$ cat src/rtl/bist_pkg.sv
// bist_pkg: shared types and constants for the BIST wrapper and its b01 CUT
package bist_pkg;
    localparam int W = 8;
    localparam logic [W-1:0] SEED = 8'h01;
    // taps x^8+x^6+x^5+x^4+1 -> feedback from bits 7,5,4,3
    localparam logic [W-1:0] TAP_MASK = 8'hB8;

    typedef enum logic [1:0] {C_IDLE, C_RUN, C_FLUSH, C_DONE} ctrl_t;
    typedef enum logic [2:0] {S_A, S_B, S_C, S_E, S_F, S_G, S_WF0, S_WF1} cut_t;

    function automatic logic [W-1:0] shift_fb(input logic [W-1:0] v);
        return {v[W-2:0], ^(v & TAP_MASK)};
    endfunction
endpackage

$ cat src/rtl/bist_if.sv
// bist_if: BIST request/result handshake between a test master and the wrapper
interface bist_if;
    logic bist_start;
    logic bist_end;
    logic pass_nfail;
    modport master (output bist_start, input bist_end, input pass_nfail);
    modport slave (input bist_start, output bist_end, output pass_nfail);
endinterface

$ cat src/rtl/b01.sv
// b01: ITC'99 b01 serial-flow comparator FSM with registered outputs
module b01
    import bist_pkg::*;
(
    input  logic clock,
    input  logic reset,
    input  logic clr,
    input  logic en,
    input  logic line1,
    input  logic line2,
    output logic outp,
    output logic overflw
);
    cut_t state_q, state_d;
    logic outp_q, outp_d, overflw_q, overflw_d;
    logic x, both, any;

    assign x    = line1 ^ line2;
    assign both = line1 & line2;
    assign any  = line1 | line2;

    // next state and registered outputs; clear wins over enable
    always_comb begin
        state_d   = state_q;
        outp_d    = outp_q;
        overflw_d = overflw_q;
        if (clr) begin
            state_d   = S_A;
            outp_d    = 1'b0;
            overflw_d = 1'b0;
        end else if (en) begin
            overflw_d = (state_q == S_E);
            case (state_q)
                S_A, S_E: begin state_d = both ? S_F : S_B;     outp_d = x;  end
                S_B:      begin state_d = both ? S_G : S_C;     outp_d = x;  end
                S_F:      begin state_d = any ? S_G : S_C;      outp_d = ~x; end
                S_C:      begin state_d = both ? S_WF1 : S_WF0; outp_d = x;  end
                S_G:      begin state_d = any ? S_WF1 : S_WF0;  outp_d = ~x; end
                S_WF0:    begin state_d = both ? S_E : S_A;     outp_d = x;  end
                default:  begin state_d = any ? S_E : S_A;      outp_d = ~x; end
            endcase
        end
    end

    // state and output registers
    always_ff @(posedge clock or negedge reset) begin
        if (!reset) begin
            state_q   <= S_A;
            outp_q    <= 1'b0;
            overflw_q <= 1'b0;
        end else begin
            state_q   <= state_d;
            outp_q    <= outp_d;
            overflw_q <= overflw_d;
        end
    end

    assign outp    = outp_q;
    assign overflw = overflw_q;
endmodule

$ cat src/rtl/bist_top_level.sv
// bist_top_level: LFSR-driven self test of b01 with MISR signature compare
module bist_top_level
    import bist_pkg::*;
#(
    parameter int          N_PATTERNS = 255,
    parameter logic [W-1:0] GOLDEN_SIG = 8'h00
) (
    input  logic   clock,
    input  logic   reset,
    bist_if.slave  bus
);
    localparam logic [15:0] LAST = 16'(N_PATTERNS - 1);

    ctrl_t ctrl_q, ctrl_d;
    logic [W-1:0] lfsr_q, lfsr_d, misr_q, misr_d, misr_next;
    logic [15:0] cnt_q, cnt_d;
    logic end_q, end_d, pass_q, pass_d;
    logic clr, cut_en, outp, overflw;

    b01 u_cut (
        .clock   (clock),
        .reset   (reset),
        .clr     (clr),
        .en      (cut_en),
        .line1   (lfsr_q[0]),
        .line2   (lfsr_q[1]),
        .outp    (outp),
        .overflw (overflw)
    );

    assign misr_next = shift_fb(misr_q) ^ {6'b0, overflw, outp};

    // controller: start restarts from IDLE/DONE, RUN counts patterns, FLUSH takes last response
    always_comb begin
        ctrl_d = ctrl_q;
        lfsr_d = lfsr_q;
        misr_d = misr_q;
        cnt_d  = cnt_q;
        end_d  = end_q;
        pass_d = pass_q;
        clr    = 1'b0;
        cut_en = 1'b0;
        case (ctrl_q)
            C_IDLE, C_DONE: if (bus.bist_start) begin
                ctrl_d = C_RUN;
                lfsr_d = SEED;
                misr_d = '0;
                cnt_d  = '0;
                clr    = 1'b1;
                end_d  = 1'b0;
                pass_d = 1'b0;
            end
            C_RUN: begin
                lfsr_d = shift_fb(lfsr_q);
                misr_d = misr_next;
                cut_en = 1'b1;
                cnt_d  = cnt_q + 16'd1;
                ctrl_d = (cnt_q == LAST) ? C_FLUSH : C_RUN;
            end
            C_FLUSH: begin
                misr_d = misr_next;
                ctrl_d = C_DONE;
                end_d  = 1'b1;
                pass_d = (misr_next == GOLDEN_SIG);
            end
            default: ctrl_d = C_IDLE;
        endcase
    end

    // controller, pattern generator, signature and result registers
    always_ff @(posedge clock or negedge reset) begin
        if (!reset) begin
            ctrl_q <= C_IDLE;
            lfsr_q <= SEED;
            misr_q <= '0;
            cnt_q  <= '0;
            end_q  <= 1'b0;
            pass_q <= 1'b0;
        end else begin
            ctrl_q <= ctrl_d;
            lfsr_q <= lfsr_d;
            misr_q <= misr_d;
            cnt_q  <= cnt_d;
            end_q  <= end_d;
            pass_q <= pass_d;
        end
    end

    assign bus.bist_end   = end_q;
    assign bus.pass_nfail = pass_q;
endmodule

$ cat src/flat_wrapper.sv
// flat-port wrapper written by rule: the top's interface ports become plain ports
module bist_top_level_flat import bist_pkg::*;
#(
    parameter int          N_PATTERNS = 255,
    parameter logic [W-1:0] GOLDEN_SIG = 8'h00
)
  (clock, reset, bus_bist_start, bus_bist_end, bus_pass_nfail);
  bist_if bus_i ();
  input  logic clock;
  input  logic reset;
  input wire logic [$bits(bus_i.bist_start)-1:0] bus_bist_start;
  output wire logic [$bits(bus_i.bist_end)-1:0] bus_bist_end;
  output wire logic [$bits(bus_i.pass_nfail)-1:0] bus_pass_nfail;
  assign bus_i.bist_start = bus_bist_start;
  assign bus_bist_end = bus_i.bist_end;
  assign bus_pass_nfail = bus_i.pass_nfail;
  bist_top_level #(.N_PATTERNS(N_PATTERNS), .GOLDEN_SIG(GOLDEN_SIG)) u_core (.clock(clock), .reset(reset), .bus(bus_i));
endmodule
$ cat config.mk
export PLATFORM = sky130hd
export DESIGN_NAME = bist_top_level_flat
export DESIGN_NICKNAME = d
export VERILOG_FILES = /design/src/rtl/bist_pkg.sv /design/src/rtl/bist_if.sv /design/src/rtl/b01.sv /design/src/rtl/bist_top_level.sv /design/src/flat_wrapper.sv
export SDC_FILE = /design/constraint.sdc
export NUM_CORES = 1
export LEC_CHECK = 0
export ABC_AREA = 1
export CORE_AREA = 2 2 69 71
export CTS_CLUSTER_SIZE = 16
export DETAILED_ROUTE_END_ITERATION = 10
export DIE_AREA = 0 0 71 73
export DONT_BUFFER_PORTS = 1
export GPL_TIMING_DRIVEN = 0
export MAX_ROUTING_LAYER = met4
export PLACE_DENSITY = 0.73
export SLEW_MARGIN = 15
export SYNTH_ARGS = -nofsm -noshare
export SYNTH_HDL_FRONTEND = slang
export SYNTH_SLANG_ARGS = --single-unit
$ cat constraint.sdc
create_clock -name clock -period 1.55 [get_ports clock]
set_input_delay 0.465 -clock clock [delete_from_list [all_inputs] [get_ports clock]]
set_output_delay 0.465 -clock clock [all_outputs]
set_load 0.005 [all_outputs]
; ---- After elaboration in Yosys (flattened, before gate mapping)
; Cells that the tools add are included.
[classes]
n_reduce_logical = 14
mux = 30
addsub = 1
eq_ne = 11
n_bitwise = 5
[op_table]
columns = cell, n
row1 = $pmux 16 s2, 1
row2 = $pmux 8 s2, 2
row3 = $pmux 3 s6, 1
row4 = $add 16x1->16 const B, 1
row5 = $eq 16x8->1 const B, 1
row6 = $mux 16, 1
row7 = $mux 8, 2
row8 = $reduce_xor 8->1, 2
row9 = $mux 3, 5
row10 = $mux 1, 11
row11 = $eq 3x3->1 const B, 3
row12 = $logic_not 8->1, 1
row13 = $mux 2, 4
row14 = $xor 8x2->8, 1
row15 = $eq 3x2->1 const B, 2
row16 = $pmux 2 s3, 1
row17 = $reduce_bool 2->1, 3
row18 = $reduce_or 2->1, 3
row19 = $reduce_or 5->1, 1
row20 = $eq 2x2->1 const B, 2
row21 = $pmux 1 s2, 2
row22 = $reduce_and 2->1, 2
row23 = $eq 3x1->1 const B, 1
row24 = $logic_not 3->1, 1
row25 = other kinds (7), 7
[totals]
elab_cells = 70
input_bits = 3
reg_bits = 41
output_inout_bits = 2

; ---- Depth between registers and ports, before layout
[depth]
depth_word = 5
mapped_depth = 12

; ---- By module
; A second synthesis with hierarchy kept.
[unflattened]
cells_unflattened = 323
hier_area_um2 = 2413.6
[by_module_without_submodules]
columns = module, area_each_um2, instances, cells_each
row1 = bist_top_level, 1985.7, 1, 258
row2 = b01, 427.9, 1, 65

; ---- Worst setup path after synthesis
; OpenSTA, ideal clock, no wires.
[synth_path]
path_kind = register to register
startpoint = register u_core.ctrl_q[0]
endpoint = register u_core.pass_q, in the netlist u_core.bus.pass_nfail
synth_period_minus_slack_ps = 1510
setup_time_ps = 117
required_time_ps = 1433
stages_incl_launch_ff = 11
setup_slack_ps = 40
t_arrival_ps = 1392
path_cell_list = dfrtp_1 inv_1 ha_1 buf_6 inv_6 or2_1 buf_6 nand2_4 nor2_1 nand3_1 nand2_1
[synth_between]
elab_chain_len = 4
[synth_lines]
columns = item, line_no
row1 = start: declaration, bist_top_level.sv:14  ; ctrl_t ctrl_q, ctrl_d;
row2 = start signal: assignment, bist_top_level.sv:80  ; ctrl_q <= ctrl_d;
row3 = $eq 2x2->1 / $logic_not 2->1 (equally long branches), bist_top_level.sv:43  ; case (ctrl_q)
row4 = $reduce_or 2->1, bist_top_level.sv:43
row5 = $ne 2x2->1 (no source line) / $reduce_bool 2->1 (equally long branches), -
row6 = $reduce_and 2->1 (no source line), -
row7 = end signal: assignment, bist_top_level.sv:85  ; pass_q <= pass_d;
row8 = end: declaration, bist_top_level.sv:17  ; logic end_q, end_d, pass_q, pass_d;
; Parallel ways exist; a longest one is shown, timed or not.
; A chain may end at the register's enable or synchronous reset.

; ---- Worst setup path in the final report
[layout_path]
startpoint = register u_core.ctrl_q[1]
endpoint = register u_core.pass_q, in the netlist u_core.bus.pass_nfail
; The elaborated chain is that of the path after synthesis.

==> impl_metrics.csv <==
group,metric,value,unit
power_and_ir_drop,peakVddDrop,798,uV
floorplan,die_w,71,um
finish,final_util,0.622,
clock_tree,cts_inserted_buffers,5,
global_route,track_usage,0.200,
route,highest_layer,"met4",
setup_path,path_class,"flip-flop to flip-flop",
finish,instances_no_fill,393,
finish,syn2layout_area_growth,15.5,%
floorplan,io_pins,5,
synthesis,ys_seq_area_frac,0.421,
synthesis,ys.flop_type,"dfrtp_1",
route,routedWlPerCell,13.0,um
route,route.met2.wl,2410,um
timing,max_freq,0.636,GHz
clock_tree,root_buffer,"clkbuf_8",
synthesis,synth_edf_count,0,
setup_path,rrSetupSlack,-20,ps
route,drc,0,
clock_tree,htreeDepth,2,
timing,final.setup.tns,-38.7,ps
clock_tree,cts_sinks,41,
power_and_ir_drop,total_power,5.43,mW
floorplan,initial_utilization,0.538,
floorplan,die_area,5180,sq um
floorplan,placementRows,25,
timing,whs,-6.35,ps
route,wl_met1,2430,um
setup_path,path_max_fanout,5,
clock_tree,clk_path_buf_depth,2,
timing,hold_viol_final,7,
route,vias,2070,
flow_run,drv_cap,0,
synthesis,async_reset_ff_frac,1.00,
timing,fin_crit_sh,1.01,
timing,setup_ws,-21.7,ps
finish,diodes,0,
timing,rsz0062_at_grt,"yes",
synthesis,synth_area_per_cell,7.70,sq um
route,ant_nets,0,
clock_tree,clk_latency,300,ps
place,dp.cells,371,
route,wl,5100,um
run_status,violations,"hold timing, setup timing",
global_route,grt_max_degree,41,
synthesis,syn-num-nets,327,
setup_path,cp.arrival,1770,ps
global_route,grt_pass1_wl,7960,um
timing,period_minus_slack,1570,ps
clock_tree,path_clk_slew,90,ps
finish,nets,348,
route,wl_met3,195,um
timing,relSlewSlack,0.836,
floorplan,coreArea,4540,sq um
global_route,overflow,0,
floorplan,die_h,73,um
finish,n_fill_cell,380,
finish,multiInputGateArea,1190,sq um
min_path,holdCritPathClass,"primary input to asynchronous set/reset pin",
global_route,antenna_found_initial,0,
timing,setup_viol,3,
clock_tree,cts_tree,"done",
global_route,grt_pass1_vias,1792,
finish,regArea,1030,sq um
route,drt_iter0_drc,198,
setup_path,critPathRequiredTime,1750,ps
power_and_ir_drop,powerDensity,1930,nW/um^2
run_status,status,"complete, but fails checks",
timing,slew_viol_final,0,
power_and_ir_drop,p_leak,1.40,nW
synthesis,synth_warnings,0,
synthesis,yosys_register_bits,41,
route,vias_per_cell,5.27,
place,dp_hpwl,3350,um
timing,worstMarginPinSlew,244,ps
place,port-buffer-count,0,
route,firstDrtPassIters,5,
finish,drive_gt1_frac,0.165,
synthesis,synthCells,317,
setup_path,crit_path_end_kind,"flip-flop",
place,gp_congestion,0.928,
setup_path,start_kind,"flip-flop",
synthesis,syn-cell-area,2440,sq um
timing,finClkSkew,13.8,ps
synthesis,synth.distinct_cells,34,
layer usage:
| layer | vias to the layer above | GRT usage |
|---|---|---|
| met1 | 968 | 0.261 |
| li1 | 1054 | - |
| met5 | - | - |
| met2 | 39 | 0.318 |
| met3 | 9 | 0.0442 |
| met4 | 0 | 0.0503 |
area by class of cell:
class                           count  area share
Inverter                           59      0.0812
Sequential cell                    41       0.364
Multi-Input combinational cell    211       0.422
Timing Repair Buffer               14      0.0462
Clock buffer                        5      0.0244
Tap cell                           54      0.0240
Buffer                              6      0.0217
Clock inverter                      3      0.0164
critical path, cell delays in order (launching register included):
cell and delay (ps):
dfrtp_1 420, ha_4 280, buf_6 130, inv_6 40, or2_4 230, buf_6 140, nand2_4 60, nor2_1 40
nand3_1 80, nand2_1 50
state kept, by name, indices dropped and copies added, names as in the netlist:
signal,cells
u_core.bus.bist_end,1
u_core.u_cut.outp,1
u_core.lfsr_q,8
u_core.ctrl_q,2
u_core.u_cut.state_q,3
u_core.bus.pass_nfail,1
u_core.cnt_q,16
u_core.u_cut.overflw,1
u_core.misr_q,8
cells by family after synthesis:
logic type,share of synthesized area
buffers and inverters,0.116
AOI/OAI and AO/OA,0.0969
DFF,0.421
and+or+nand+nor,0.312
xor gates and xnor gates,0.0179
adders and majority gates,0.0359
where the power goes:
| part | switching [mW] | internal [mW] | leakage [nW] |
|---|---|---|---|
| clock network | 0.392 | 0.482 | 0.0543 |
| registers | 0.376 | 1.54 | 0.504 |
| logic | 1.59 | 1.04 | 0.844 |
| total | 2.36 | 3.07 | 1.40 |
synthesized netlist by cell type, drive strengths merged, types with 6 or more instances:
library cell	n	share of area
nand2	82	0.15
inv	59	0.093
dfrtp	40	0.41
nor2	31	0.055
nand3	19	0.044
o21ai	18	0.038
nand4	12	0.031
o22ai	12	0.031
a21oi	9	0.018
nor3	9	0.021
ha	7	0.036
buf	6	0.024
cells in the final DEF (no fill, tap or decap), drive strengths merged:
cell type / n
nor3: 9
nor2: 31
buf: 19
dlygate4sd3: 1
xor2: 3
bufinv: 1
ha: 7
o31ai: 1
nand4: 12
dfstp: 1
and3: 1
o22ai: 12
o21ai: 18
clkinv: 1
dfrtp: 40
clkinvlp: 1
xnor2: 2
nand2: 82
o21bai: 1
nand3b: 1
inv: 59
nand3: 19
a21oi: 9
or2: 1
clkbuf: 5
nor3b: 1
o211ai: 1
per-stage QoR:
step	setup slack, ps	cell area, sq um
2_1_floorplan	40.5	2440
3_5_place_dp	-154	2510
6_report	-21.7	2820
4_1_cts	-10.0	2710
3_3_place_gp	-167	2510
5_1_grt	-143	2820
worst paths after layout:
path                                  start                    end  cells past startpoint
setup reg to reg           u_core.ctrl_q[1]  u_core.bus.pass_nfail                      9
min in group clock           bus_bist_start    u_core.bus.bist_end                      3
setup / recovery           u_core.ctrl_q[1]  u_core.bus.pass_nfail                      9
hold reg to reg            u_core.lfsr_q[7]       u_core.lfsr_q[7]                      2
max in group asynchronous             reset       u_core.lfsr_q[0]                      1
hold / removal                        reset       u_core.misr_q[6]                      1
what timing repair did:
| item | 4_1_cts | 5_1_grt |
|---|---|---|
| endpoints found under the hold margin | 40 | 0 |
| pin swaps | 1 | 4 |
| gates resized for setup | 3 | 20 |
| hold buffers | 2 | 0 |
| cloned | 0 | 2 |
| setup buffers | 6 | 4 |
| endpoints found under the setup margin | 20 | 24 |
(Power assumes the default switching activity.)
